## config.mk

```make
export PLATFORM = sky130hd
export DESIGN_NAME = uart_tx_piso
export DESIGN_NICKNAME = d
export VERILOG_FILES = /design/src/rtl/uart_tx_piso.sv
export SDC_FILE = /design/constraint.sdc
export NUM_CORES = 1
export LEC_CHECK = 0
export ABC_AREA = 1
export ABC_CLOCK_PERIOD_IN_PS = 1300
export CAP_MARGIN = 20
export CORE_MARGIN = 10
export CORE_UTILIZATION = 38
export DETAILED_ROUTE_END_ITERATION = 12
export SLEW_MARGIN = 20
export SYNTH_ARGS = -nofsm -noshare
export SYNTH_HDL_FRONTEND = slang
export SYNTH_SLANG_ARGS = --single-unit
```

## constraint.sdc

```tcl
create_clock -name clock -period 1.3 [get_ports clock]
set_input_delay 0.26 -clock clock [delete_from_list [all_inputs] [get_ports clock]]
set_output_delay 0.26 -clock clock [all_outputs]
set_load 0.05 [all_outputs]
```

## src/rtl/uart_tx_piso.sv

```systemverilog
// Parallel-in, serial-out UART transmitter: start bit, DATA_BITS data bits (LSB first),
// optional parity bit and one or two stop bits, paced by an external baud_tick strobe.
module uart_tx_piso #(
  parameter int DATA_BITS  = 8,
  parameter int PARITY_EN  = 1,
  parameter int PARITY_TYP = 0,
  parameter int STOP_BITS  = 1
) (
  input  logic                 clock,
  input  logic                 reset_n,
  input  logic                 baud_tick,
  input  logic                 send,
  input  logic [DATA_BITS-1:0] data_in,
  output logic                 data_tx,
  output logic                 active_flag,
  output logic                 done_flag
);

  typedef enum logic [2:0] {
    IDLE   = 3'd0,
    PEND   = 3'd1,
    START  = 3'd2,
    DATA   = 3'd3,
    PARITY = 3'd4,
    STOP   = 3'd5
  } state_t;

  localparam logic       PAR_ON    = (PARITY_EN != 0);
  localparam logic       PAR_ODD   = (PARITY_TYP != 0);
  localparam logic [3:0] LAST_BIT  = 4'(DATA_BITS - 1);
  // Stop-counter value during the final stop bit (0 for one stop bit, 1 for two).
  localparam logic       STOP_LAST = (STOP_BITS == 2);

  state_t               state_reg, state_next;
  logic [DATA_BITS-1:0] shift_reg, shift_next;
  logic [3:0]           bit_cnt_reg, bit_cnt_next;
  logic                 stop_cnt_reg, stop_cnt_next;
  logic                 parity_reg, parity_next;
  logic                 data_tx_reg, data_tx_next;
  logic                 active_reg, active_next;
  logic                 done_reg, done_next;

  logic [DATA_BITS:0]   par_chain;
  logic                 par_calc;
  logic                 final_stop;

  // Parity folded over the incoming word; seeded with 1 for odd parity.
  assign par_chain[0] = PAR_ODD;
  generate
    for (genvar gi = 0; gi < DATA_BITS; gi++) begin : g_parity
      assign par_chain[gi+1] = par_chain[gi] ^ data_in[gi];
    end
  endgenerate
  assign par_calc   = par_chain[DATA_BITS];
  assign final_stop = (stop_cnt_reg == STOP_LAST);

  // State register
  always_ff @(posedge clock) begin
    if (!reset_n) begin
      state_reg <= IDLE;
    end else begin
      state_reg <= state_next;
    end
  end

  // Next-state logic
  always_comb begin
    state_next = state_reg;
    unique case (state_reg)
      IDLE:   if (send) state_next = PEND;
      PEND:   if (baud_tick) state_next = START;
      START:  if (baud_tick) state_next = DATA;
      DATA: begin
        if (baud_tick && (bit_cnt_reg >= LAST_BIT)) begin
          state_next = PAR_ON ? PARITY : STOP;
        end
      end
      PARITY: if (baud_tick) state_next = STOP;
      STOP:   if (baud_tick && final_stop) state_next = IDLE;
      default: state_next = IDLE;
    endcase
  end

  // Output / datapath next-value logic
  always_comb begin
    shift_next    = shift_reg;
    bit_cnt_next  = bit_cnt_reg;
    stop_cnt_next = stop_cnt_reg;
    parity_next   = parity_reg;
    data_tx_next  = data_tx_reg;
    active_next   = active_reg;
    done_next     = 1'b0;
    unique case (state_reg)
      IDLE: begin
        data_tx_next = 1'b1;
        if (send) begin
          shift_next    = data_in;
          parity_next   = par_calc;
          bit_cnt_next  = '0;
          stop_cnt_next = 1'b0;
          active_next   = 1'b1;
        end
      end
      PEND: begin
        if (baud_tick) data_tx_next = 1'b0;
      end
      START: begin
        if (baud_tick) begin
          data_tx_next = shift_reg[0];
          bit_cnt_next = '0;
        end
      end
      DATA: begin
        if (baud_tick) begin
          if (bit_cnt_reg < LAST_BIT) begin
            // Bit 1 of the current word becomes bit 0 after this shift.
            shift_next   = {1'b0, shift_reg[DATA_BITS-1:1]};
            data_tx_next = shift_reg[1];
            bit_cnt_next = bit_cnt_reg + 4'd1;
          end else if (PAR_ON) begin
            data_tx_next = parity_reg;
          end else begin
            data_tx_next  = 1'b1;
            stop_cnt_next = 1'b0;
          end
        end
      end
      PARITY: begin
        if (baud_tick) begin
          data_tx_next  = 1'b1;
          stop_cnt_next = 1'b0;
        end
      end
      STOP: begin
        if (baud_tick) begin
          data_tx_next = 1'b1;
          if (!final_stop) begin
            stop_cnt_next = 1'b1;
          end else begin
            done_next   = 1'b1;
            active_next = 1'b0;
          end
        end
      end
      default: begin
        data_tx_next = 1'b1;
        active_next  = 1'b0;
      end
    endcase
  end

  // Datapath registers
  always_ff @(posedge clock) begin
    if (!reset_n) begin
      shift_reg    <= '0;
      bit_cnt_reg  <= '0;
      stop_cnt_reg <= 1'b0;
      parity_reg   <= 1'b0;
      data_tx_reg  <= 1'b1;
      active_reg   <= 1'b0;
      done_reg     <= 1'b0;
    end else begin
      shift_reg    <= shift_next;
      bit_cnt_reg  <= bit_cnt_next;
      stop_cnt_reg <= stop_cnt_next;
      parity_reg   <= parity_next;
      data_tx_reg  <= data_tx_next;
      active_reg   <= active_next;
      done_reg     <= done_next;
    end
  end

  assign data_tx     = data_tx_reg;
  assign active_flag = active_reg;
  assign done_flag   = done_reg;

endmodule

```

==> results.py <==
metrics = {
    "route": {
        "met2WireLength_um": 1400,
        "vias_per_cell": 4.78,
        "detail_route.wirelength.met1_um": 1340,
        "dr_total_vias": 1186,
        "drt-initial-drc-count": 55,
        "drcViolationCount": 0,
        "post_drt_wl_per_cell_um": 11.7,
        "detail_route.wirelength_um": 2910,
        "maxUsedRoutingLayer": "met4",
        "routed-wl-met3_um": 128,
        "drt-pass1-iter-count": 4,
        "ant_nets": 0,
    },
    "floorplan": {
        "design.core.area_mm2": 0.00283,
        "io_pins": 15,
        "design.die.area_mm2": 0.00567,
        "die_w_um": 75.3,
        "floorplan.initialDensity_pct": 41.0,
        "row_count": 19,
        "die_h_um": 75.3,
    },
    "synthesis": {
        "postSynthNetCount": 186,
        "synth_top_area_share_pct": 32.8,
        "synth_sequential_area_ratio_pct": 32.8,
        "post-synth-top-count-cell": "nand2_1",
        "post_synth_most_frequent_cells": "38 x nand2_1, 27 x nor2_1, 21 x inv_1",
        "postSynthRegisterBits": 19,
        "synth.area.top_cells": "dfxtp_1 33%, nand2_1 12%, nor2_1 8.7%, inv_1 6.8%, nand3_1 6.5%",
        "async_flop_share_pct": 0,
        "synth_top_cell_by_area": "dfxtp_1",
        "ys_dominant_reg_cell": "dfxtp_1",
        "postSynthCellCount": 173,
        "count_of_flip_flops_with_a_built_in_enable_after_synthesis": 0,
        "yosysWarnings": 0,
        "synth.distinct_cells": 30,
        "synthesis.area_mm2": 0.00116,
        "synthesis.area_per_instance_um2": 6.71,
    },
    "status": {
        "failed_checks": "negative setup slack",
        "status": "finished, violations left",
    },
    "clocking": {
        "sinks_on_the_clock_net": 19,
        "cts_root_buf": "clkbuf_4",
        "cts.htree.levels": 1,
        "tritoncts": "yes",
        "cts-root-to-sink-buffers": 2,
        "clkLatencyLatePin_ns": 0.31,
        "clk_pin_slew_worst_paths_ns": 0.12,
        "tritoncts.num_buffers": 3,
    },
    "global_route": {
        "grt_start_max_net_pins": 13,
        "overflow": 0,
        "antenna_found_initial": 0,
        "via_count_of_the_first_global_routing_pass": 1120,
        "grt_use_total_pct": 11.1,
        "wire_length_of_the_first_global_routing_pass_um": 4940,
    },
    "worst_hold_path": {
        "hp-class": "register to register",
        "hold_path_end": "shift_reg[2]",
        "timing.hold.worst_path_depth": 2,
        "worst_hold_startpoint": "shift_reg[2]",
    },
    "timing": {
        "min_period_over_period_pct": 102,
        "setup_repair_after_global_routing_missed_its_margin": "true",
        "timing.setup.tns_ns": -0.0722,
        "maxSlewHeadroom_pct": 82.5,
        "timing.final.hold_violations": 0,
        "final.min_clock_period_ns": 1.32,
        "setup_viol_count_final": 4,
        "timing_worst_slew_pin_value_ns": 0.260,
        "worst_setup_skew_after_layout_ns": 0.00287,
        "slew_violations": 0,
        "clock.fmax_mhz": 756,
        "fin_worst_setup_slack_ns": -0.0231,
    },
    "placed_design": {
        "io_port_bufs": 14,
        "gp_congestion": 0.903,
        "place_hpwl_um": 2210,
        "detailedPlace.worstSlack_ns": -0.294,
    },
    "layout": {
        "syn2layout_area_growth_pct": 48.2,
        "finalNetCount": 231,
        "largest_reg_flops": 8,
        "antenna_cells_inserted": 0,
        "drive_above_1_share_pct": 34.1,
        "layout.filler_cells": 257,
    },
    "pwr": {
        "leakage_nw": 0.794,
        "irDropWorstVdd_v": 0.00105,
        "pwr_density_cell_mw_per_mm2": 1970,
    },
    "critical_path": {
        "critical_path_required_ns": 1.52,
        "startpoint_type": "register",
        "timing.reg2reg.worst_path_depth": 7,
        "critical_path_class": "register to register",
        "setup.reg_to_reg.worst_slack_ns": -0.02,
        "worstPathMaxFanout": 8,
        "crit_top_cell": "o21ai_1",
        "critical_path_arrival_ns": 1.55,
        "path_cells": "buf_12, nor2_8, clkinvlp_4, nand2_1, o21ai_1, o21ai_1, nor2_1",
        "r2r-end": "shift_reg[0]",
        "critical_path.reg2reg.startpoint": "state_reg[2]",
        "critPathSlowestCell": "dfxtp_4",
        "end_kind": "register",
        "slowest_delay_ns": 0.39,
    },
    "run": {
        "maxCapViolCount": 0,
    },
}
==> metal layers <==
| layer | vias to the layer above | global-route usage [%] |
|---|---|---|
| li1 | 641 | - |
| met4 | 0 | 4.74 |
| met1 | 517 | 12.6 |
| met3 | 5 | 3.29 |
| met5 | - | 0 |
| met2 | 23 | 19.0 |
==> critical path, delay by kind of cell, from the launching register on <==
| family | cells | cell delay [ns] |
|---|---|---|
| flip-flops | 1 | 0.39 |
| buffers and inverters | 2 | 0.35 |
| AND/OR/NAND/NOR | 3 | 0.31 |
| AO/OA/AOI/OAI | 2 | 0.18 |
==> metrics by stage <==
step	utilization, %	area [um2]	total power [mW]	std cells	hold WS (ns)
detailed placement	54.8	1550	2.74	240	0.445
floorplan	-	1170	2.18	173	0.429
global route	60.8	1720	3.67	248	0.507
CTS	57.1	1620	3.16	245	0.462
global placement	54.8	1550	2.73	240	0.441
finish	60.8	1720	3.40	248	0.486
==> cells by family (layout without fill, tap and decap cells) <==
kind of cell	after synthesis	in the layout	share of synthesized area [%]
AO/OA/AOI/OAI	29	29	14.9
XOR/XNOR	2	2	1.51
adder cells (fa/ha/maj)	1	1	1.08
buffers and inverters	27	70	10.8
flip-flops	19	19	32.8
AND/OR/NAND/NOR	95	96	39.0
==> report_power, final <==
part | internal, mW | switching [mW] | total (mW)
registers | 0.813 | 0.169 | 0.983
logic | 0.922 | 1.16 | 2.08
clock network | 0.120 | 0.212 | 0.332
==> layout make-up <==
cell class / instances / area (um2) / area share [%]
Timing Repair Buffer: 42 / 397 / 23.1
Clock buffer: 4 / 26.3 / 1.53
Inverter: 24 / 101 / 5.89
Tap cell: 31 / 38.8 / 2.25
Sequential cell: 19 / 394 / 22.9
Multi-Input combinational cell: 128 / 763 / 44.4
==> how the worst max path moves through the flow <==
stage          slack (ns)              to  depth (start not counted)            from
2_1_floorplan        0.02    shift_reg[1]                          8  bit_cnt_reg[0]
3_3_place_gp        -0.25    shift_reg[7]                          9       baud_tick
3_5_place_dp        -0.29    shift_reg[7]                          9       baud_tick
4_1_cts             -0.02  bit_cnt_reg[3]                          7  bit_cnt_reg[1]
5_1_grt             -0.12    shift_reg[0]                          7    state_reg[2]
6_report            -0.02    shift_reg[0]                          7    state_reg[2]
==> timing repair <==
| item | 4_1_cts | 5_1_grt |
|---|---|---|
| hold endpoints to repair | 0 | 0 |
| pin swaps | 9 | 11 |
| hold buffers | 0 | 0 |
| resized for setup | 9 | 23 |
| setup endpoints to repair | 13 | 17 |
| cloned | 1 | 0 |
| setup buffers | 0 | 3 |
==> cell usage in the layout, fill, tap and decap left out, types with 4 or more instances in the layout <==
cell,synthesis,layout
nor2_1,27,26
inv_1,21,20
clkdlybuf4s50_1,0,11
nand3_1,15,14
nand2_2,4,5
a21oi_2,3,4
o21ai_0,8,6
a21oi_1,7,5
nand2_1,38,34
buf_4,0,26
buf_12,1,4
o21ai_1,7,7
nand2_4,3,6
dfxtp_1,19,14
Note: power is estimated with default switching activity, not from simulation.
